**config.mk**
```make
export PLATFORM = sky130hd
export DESIGN_NAME = cve2_rf_wr_arbiter
export DESIGN_NICKNAME = d
export VERILOG_FILES = /design/src/rtl/cve2_pkg.sv /design/src/rtl/cve2_rf_wr_queue.sv /design/src/rtl/cve2_rf_wr_arbiter.sv
export SDC_FILE = /design/constraint.sdc
export NUM_CORES = 1
export LEC_CHECK = 0
export CAP_MARGIN = 20
export CORE_AREA = 2 2 156 158
export DETAILED_ROUTE_END_ITERATION = 10
export DIE_AREA = 0 0 158 160
export DONT_BUFFER_PORTS = 1
export PLACE_DENSITY = 0.36
export SKIP_LAST_GASP = 1
export SLEW_MARGIN = 20
export SYNTH_ARGS = -nofsm -noshare
export SYNTH_HDL_FRONTEND = slang
export SYNTH_SLANG_ARGS = --single-unit
```
**constraint.sdc**
```tcl
create_clock -name clk_i -period 4.45 [get_ports clk_i]
set_input_delay 0.6675 -clock clk_i [delete_from_list [all_inputs] [get_ports clk_i]]
set_output_delay 0.6675 -clock clk_i [all_outputs]
set_load 0.03 [all_outputs]
```
**src/rtl/cve2_pkg.sv**
```systemverilog
// Shared types for the register-file write path.
// The write arbiter and its holding queue pass requests around as rf_wr_req_t.
package cve2_pkg;

    localparam int unsigned RegAddrW = 5;
    localparam int unsigned XLen     = 32;

    typedef struct packed {
        logic [RegAddrW-1:0] waddr;
        logic [XLen-1:0]     wdata;
    } rf_wr_req_t;

    function automatic logic [XLen-1:0] reg_onehot(input logic [RegAddrW-1:0] i_addr);
        return XLen'(1) << i_addr;
    endfunction

endpackage

```
**src/rtl/cve2_rf_wr_queue.sv**
```systemverilog
// In-order circular buffer holding deferred ID/EX register-file writes.
// Entries are presented oldest first, with a matching valid mask.
module cve2_rf_wr_queue
    import cve2_pkg::*;
#(
    parameter int unsigned QueueDepth = 2
) (
    input  logic                  clk_i,
    input  logic                  rst_ni,
    input  logic                  i_push,
    input  rf_wr_req_t            i_push_req,
    input  logic                  i_pop,
    output logic                  o_full,
    output logic                  o_empty,
    output rf_wr_req_t            o_entries [QueueDepth],
    output logic [QueueDepth-1:0] o_valid
);

    localparam int unsigned PtrW = $clog2(QueueDepth);
    localparam int unsigned CntW = $clog2(QueueDepth + 1);

    logic [PtrW-1:0] r_wptr;
    logic [PtrW-1:0] r_rptr;
    logic [CntW-1:0] r_count;
    rf_wr_req_t      r_mem [QueueDepth];

    // Depth is a power of two, so pointers wrap by natural overflow.
    always_ff @(posedge clk_i) begin
        if (!rst_ni) begin
            r_wptr  <= '0;
            r_rptr  <= '0;
            r_count <= '0;
        end else begin
            if (i_push) r_wptr <= r_wptr + 1'b1;
            if (i_pop)  r_rptr <= r_rptr + 1'b1;
            case ({i_push, i_pop})
                2'b10:   r_count <= r_count + 1'b1;
                2'b01:   r_count <= r_count - 1'b1;
                default: r_count <= r_count;
            endcase
        end
    end

    always_ff @(posedge clk_i) begin
        if (i_push) r_mem[r_wptr] <= i_push_req;
    end

    always_comb begin
        for (int i = 0; i < int'(QueueDepth); i++) begin
            o_entries[i] = r_mem[r_rptr + PtrW'(i)];
            o_valid[i]   = (CntW'(i) < r_count);
        end
    end

    assign o_full  = (r_count == CntW'(QueueDepth));
    assign o_empty = (r_count == '0);

endmodule

```
**src/rtl/cve2_rf_wr_arbiter.sv**
```systemverilog
// Shares the single register-file write port between LSU load data and ID/EX
// results; losing ID/EX writes wait in an in-order queue visible to ID.
module cve2_rf_wr_arbiter
    import cve2_pkg::*;
#(
    parameter int unsigned QueueDepth = 2,
    parameter int unsigned CntWidth   = 16
) (
    input  logic                clk_i,
    input  logic                rst_ni,
    input  logic                ex_req_i,
    input  logic [4:0]          ex_waddr_i,
    input  logic [31:0]         ex_wdata_i,
    output logic                ex_gnt_o,
    input  logic                lsu_req_i,
    input  logic [4:0]          lsu_waddr_i,
    input  logic [31:0]         lsu_wdata_i,
    input  logic                lsu_err_i,
    output logic                rf_we_o,
    output logic [4:0]          rf_waddr_o,
    output logic [31:0]         rf_wdata_o,
    output logic [31:0]         busy_regs_o,
    input  logic [4:0]          fwd_raddr_i,
    output logic                fwd_hit_o,
    output logic [31:0]         fwd_data_o,
    output logic                idle_o,
    input  logic                perf_clr_i,
    output logic [CntWidth-1:0] collision_cnt_o
);

    logic                  w_lsu_w;
    logic                  w_ex_eff;
    logic                  w_q_full;
    logic                  w_q_empty;
    logic                  w_deq;
    logic                  w_direct;
    logic                  w_enq;
    rf_wr_req_t            w_entries [QueueDepth];
    logic [QueueDepth-1:0] w_valid;
    logic [CntWidth-1:0]   r_collision_cnt;

    assign w_lsu_w  = lsu_req_i & ~lsu_err_i & (lsu_waddr_i != '0);
    assign w_ex_eff = ex_req_i & (ex_waddr_i != '0);

    // Loads cannot stall, so they always win; the queue head drains before new ID/EX work.
    assign w_deq    = rst_ni & ~w_q_empty & ~w_lsu_w;
    assign ex_gnt_o = rst_ni & (~w_q_full | w_deq);
    assign w_direct = w_ex_eff & ex_gnt_o & w_q_empty & ~w_lsu_w;
    assign w_enq    = w_ex_eff & ex_gnt_o & ~w_direct;

    cve2_rf_wr_queue #(
        .QueueDepth (QueueDepth)
    ) u_queue (
        .clk_i      (clk_i),
        .rst_ni     (rst_ni),
        .i_push     (w_enq),
        .i_push_req ('{waddr: ex_waddr_i, wdata: ex_wdata_i}),
        .i_pop      (w_deq),
        .o_full     (w_q_full),
        .o_empty    (w_q_empty),
        .o_entries  (w_entries),
        .o_valid    (w_valid)
    );

    always_comb begin
        rf_we_o    = 1'b0;
        rf_waddr_o = '0;
        rf_wdata_o = '0;
        if (rst_ni) begin
            if (w_lsu_w) begin
                rf_we_o    = 1'b1;
                rf_waddr_o = lsu_waddr_i;
                rf_wdata_o = lsu_wdata_i;
            end else if (!w_q_empty) begin
                rf_we_o    = 1'b1;
                rf_waddr_o = w_entries[0].waddr;
                rf_wdata_o = w_entries[0].wdata;
            end else if (w_direct) begin
                rf_we_o    = 1'b1;
                rf_waddr_o = ex_waddr_i;
                rf_wdata_o = ex_wdata_i;
            end
        end
    end

    // Entries are scanned oldest to youngest so the youngest match wins forwarding.
    always_comb begin
        busy_regs_o = '0;
        fwd_hit_o   = 1'b0;
        fwd_data_o  = '0;
        for (int i = 0; i < int'(QueueDepth); i++) begin
            if (w_valid[i]) begin
                busy_regs_o = busy_regs_o | reg_onehot(w_entries[i].waddr);
                if ((fwd_raddr_i != '0) && (w_entries[i].waddr == fwd_raddr_i)) begin
                    fwd_hit_o  = 1'b1;
                    fwd_data_o = w_entries[i].wdata;
                end
            end
        end
        busy_regs_o[0] = 1'b0;
    end

    always_ff @(posedge clk_i) begin
        if (!rst_ni) begin
            r_collision_cnt <= '0;
        end else if (perf_clr_i) begin
            r_collision_cnt <= '0;
        end else if (w_lsu_w & (w_ex_eff | ~w_q_empty) & ~(&r_collision_cnt)) begin
            r_collision_cnt <= r_collision_cnt + 1'b1;
        end
    end

    assign collision_cnt_o = r_collision_cnt;
    assign idle_o          = w_q_empty;

    // ID stalls on busy registers, so a load never targets a queued destination.
    a_no_waw : assert property (@(posedge clk_i) disable iff (!rst_ni)
        !(w_lsu_w && busy_regs_o[lsu_waddr_i]));
    a_one_src : assert property (@(posedge clk_i) disable iff (!rst_ni)
        $onehot0({w_lsu_w, w_deq, w_direct}));

endmodule

```
==> results_dict.tcl <==
set metrics [dict create \
    cp_cell_sequence "mux2i_2 > xor2_1 > nand3_1 > or4_4 > mux2_2 > a22o_1" \
    clk_latency_ns 0.35 \
    via_per_inst 5.21 \
    drt_iter0_drc 302 \
    core_sq_um 23800 \
    critPathBufInv 0 \
    grt_pass1_vias 5007 \
    hp-class "primary input to flip-flop" \
    finalMaxSlewViolations 0 \
    start_kind "flip-flop" \
    synthArstFlopShare 0 \
    drc 0 \
    cts_tree "built" \
    clock_path_buffers 2 \
    yosysSeqAreaShare 0.453 \
    insertedDiodeCount 0 \
    p_switching_uw 788 \
    final_cell_area_sq_um 6780 \
    ys_warn_count 0 \
    cts_resized 0 \
    max_freq_mhz 248 \
    synth_cells 627 \
    period_minus_slack_ns 4.03 \
    synth_area_leaders "edfxtp_1 38%, dfxtp_1 7.2%, mux2i_1 6.7%" \
    die_area_sq_um 25300 \
    intPower_mw 1.57 \
    antenna_found_initial 0 \
    cts_num_sinks 95 \
    seq_power_share 0.432 \
    die_height_microns 160 \
    p_per_area_nw_per_um2 348 \
    n_fill_cell 2531 \
    maxCapViolCount 0 \
    cts_buffers 9 \
    ioPinCount 206 \
    ctsHoldBuffers 0 \
    tightest_slew_ns 0.986 \
    ys_types 47 \
    clkTransAtPathRegs_ns 0.07 \
    avgSynthCellArea_sq_um 9.30 \
    p_comb_frac 0.263 \
    multi_input_area_sq_um 2940 \
    dr.pass1.iters 4 \
    grt_usage 0.150 \
    required_ns 3.78 \
    nets 732 \
    p_leak_nw 2.10 \
    synth_edf_count 74 \
    status "finished, final reports clean" \
    syn_area_sq_um 5830 \
    critical_path.max_fanout 27 \
    routedWlPerCell_microns 20.1 \
    synth_seq_cells 95 \
    start_util 0.245 \
    routed_wl_mm 19.6 \
    arrival_ns 3.37 \
    skew_ns 0.0122 \
    drive_above_1_share 0.131 \
    r2r_slack_ns 1.79 \
    grt_setup_unrepaired "no" \
    die_w_microns 158 \
    slowest_stage "dfxtp_1" \
    antenna_left 0 \
    dp_hpwl_mm 14.0 \
    maxSlewHeadroom 0.343 \
    p_clk_frac 0.305 \
    finalHoldViolations 0 \
    synth_nets 717 \
    cts_setup_buffers 0 \
    overflow 0 \
    setup_tns_ns 0 \
    io_buffers 0 \
    setup_violations 0 \
    fin_crit_sh 0.907 \
    synth_top_area_frac 0.381 \
    synthFlopType "edfxtp_1" \
    htree_levels 3 \
    whs_ns 0.409 \
    finalWeightedCongestion 0.814 \
    cts-root-buf "clkbuf_16" \
    critPathTopFamily "multiplexers" \
    seqCellArea_sq_um 2640 \
    grt_pass1_wl_mm 29.3 \
    endpoint_kind "primary output" \
    grt_max_degree 74 \
    yosysMostFrequentCell "edfxtp_1" \
    vias 5056 \
    synth_top_area_cell "edfxtp_1" \
    critPathMaxStageDelay_ns 0.65 \
    vdd_ir_drop_max_v 0.000146 \
    swShare 0.334 \
    rows 57 \
    synth_common_cells "74 x edfxtp_1, 73 x o21ai_0, 63 x nor2_1, 44 x a21oi_1, 41 x nand4_1" \
    place_area_sq_um 6520 \
    syn_to_final_growth_pct 16.3 \
    path_class "flip-flop to primary output" \
]
[final timing paths]
path,start,endpoint,depth (start not counted)
max,u_queue.r_rptr,fwd_data_o[4],6
min,ex_wdata_i[24],u_queue.r_mem[0][24],0
max reg2reg,u_queue.r_count[1],collision_cnt_o[7],7
min reg2reg,u_queue.r_count[0],u_queue.r_count[0],2
[sequential cells by signal, indices dropped and copies added, names as in the netlist, named ones only]
signal,cells
u_queue.r_rptr,1
u_queue.r_wptr,1
collision_cnt_o,16
u_queue.r_count,2
u_queue.r_mem,74
[kinds of logic after synthesis]
family,synth area share
AOI/OAI and AO/OA,0.184
xor gates and xnor gates,0.0361
adders and majority gates,0.0107
buffers and inverters,0.0492
DFF,0.453
muxes,0.0807
other,0.000643
and+or+nand+nor,0.185
[layer usage]
layer / up-vias / track usage / wire, microns
met1: 2479 / 0.190 / 8630
met4: 0 / 0.0516 / 287
li1: 2395 / - / -
met5: - / 0 / 0
met2: 166 / 0.252 / 9460
met3: 16 / 0.0309 / 1170
[area by class of cell]
type	count	area share
multi-input combinational	471	0.434
clock buffer	11	0.0343
clock inverter	5	0.00480
timing repair buffer	55	0.0720
tap	324	0.0598
inverter	10	0.00554
sequential	95	0.390
[metrics by stage]
step	utilization	setup WS [ns]	power, mW	std cells
final	0.285	0.415	2.36	971
after global placement	0.274	0.823	1.66	955
after CTS	0.285	0.351	2.40	971
after detailed placement	0.274	0.736	1.66	955
after global routing	0.285	0.261	2.47	971
after floorplan	-	0.765	1.48	627
[placed cells by master (no fill, tap or decap), types with 3 or more instances in the layout]
| cell type | instances |
|---|---|
| edfxtp_1 | 74 |
| o21ai_0 | 73 |
| nor2_1 | 61 |
| buf_4 | 49 |
| a21oi_1 | 44 |
| nand4_1 | 41 |
| mux2i_1 | 39 |
| o22ai_1 | 33 |
| nand3_1 | 33 |
| nand2_1 | 29 |
| a22o_1 | 20 |
| dfxtp_1 | 20 |
| xnor2_1 | 14 |
| inv_1 | 10 |
| xor2_1 | 10 |
| clkbuf_16 | 9 |
| nand2b_1 | 7 |
| and2_1 | 7 |
| nor3_1 | 7 |
| buf_12 | 6 |
| and3_1 | 5 |
| a32oi_1 | 4 |
| ha_1 | 4 |
| nor2b_1 | 3 |
| or3_1 | 3 |
| nor4_1 | 3 |
| and4_1 | 3 |
[power by group through the flow]
stage	Combinational, mW	Sequential [mW]	Clock, mW
2_1_floorplan	0.464	1.02	0
3_3_place_gp	0.625	1.04	0
5_1_grt	0.674	1.02	0.777
6_report	0.622	1.02	0.720
4_1_cts	0.629	1.02	0.752
3_5_place_dp	0.626	1.04	0
No activity file was read; power rests on OpenSTA's default activity.
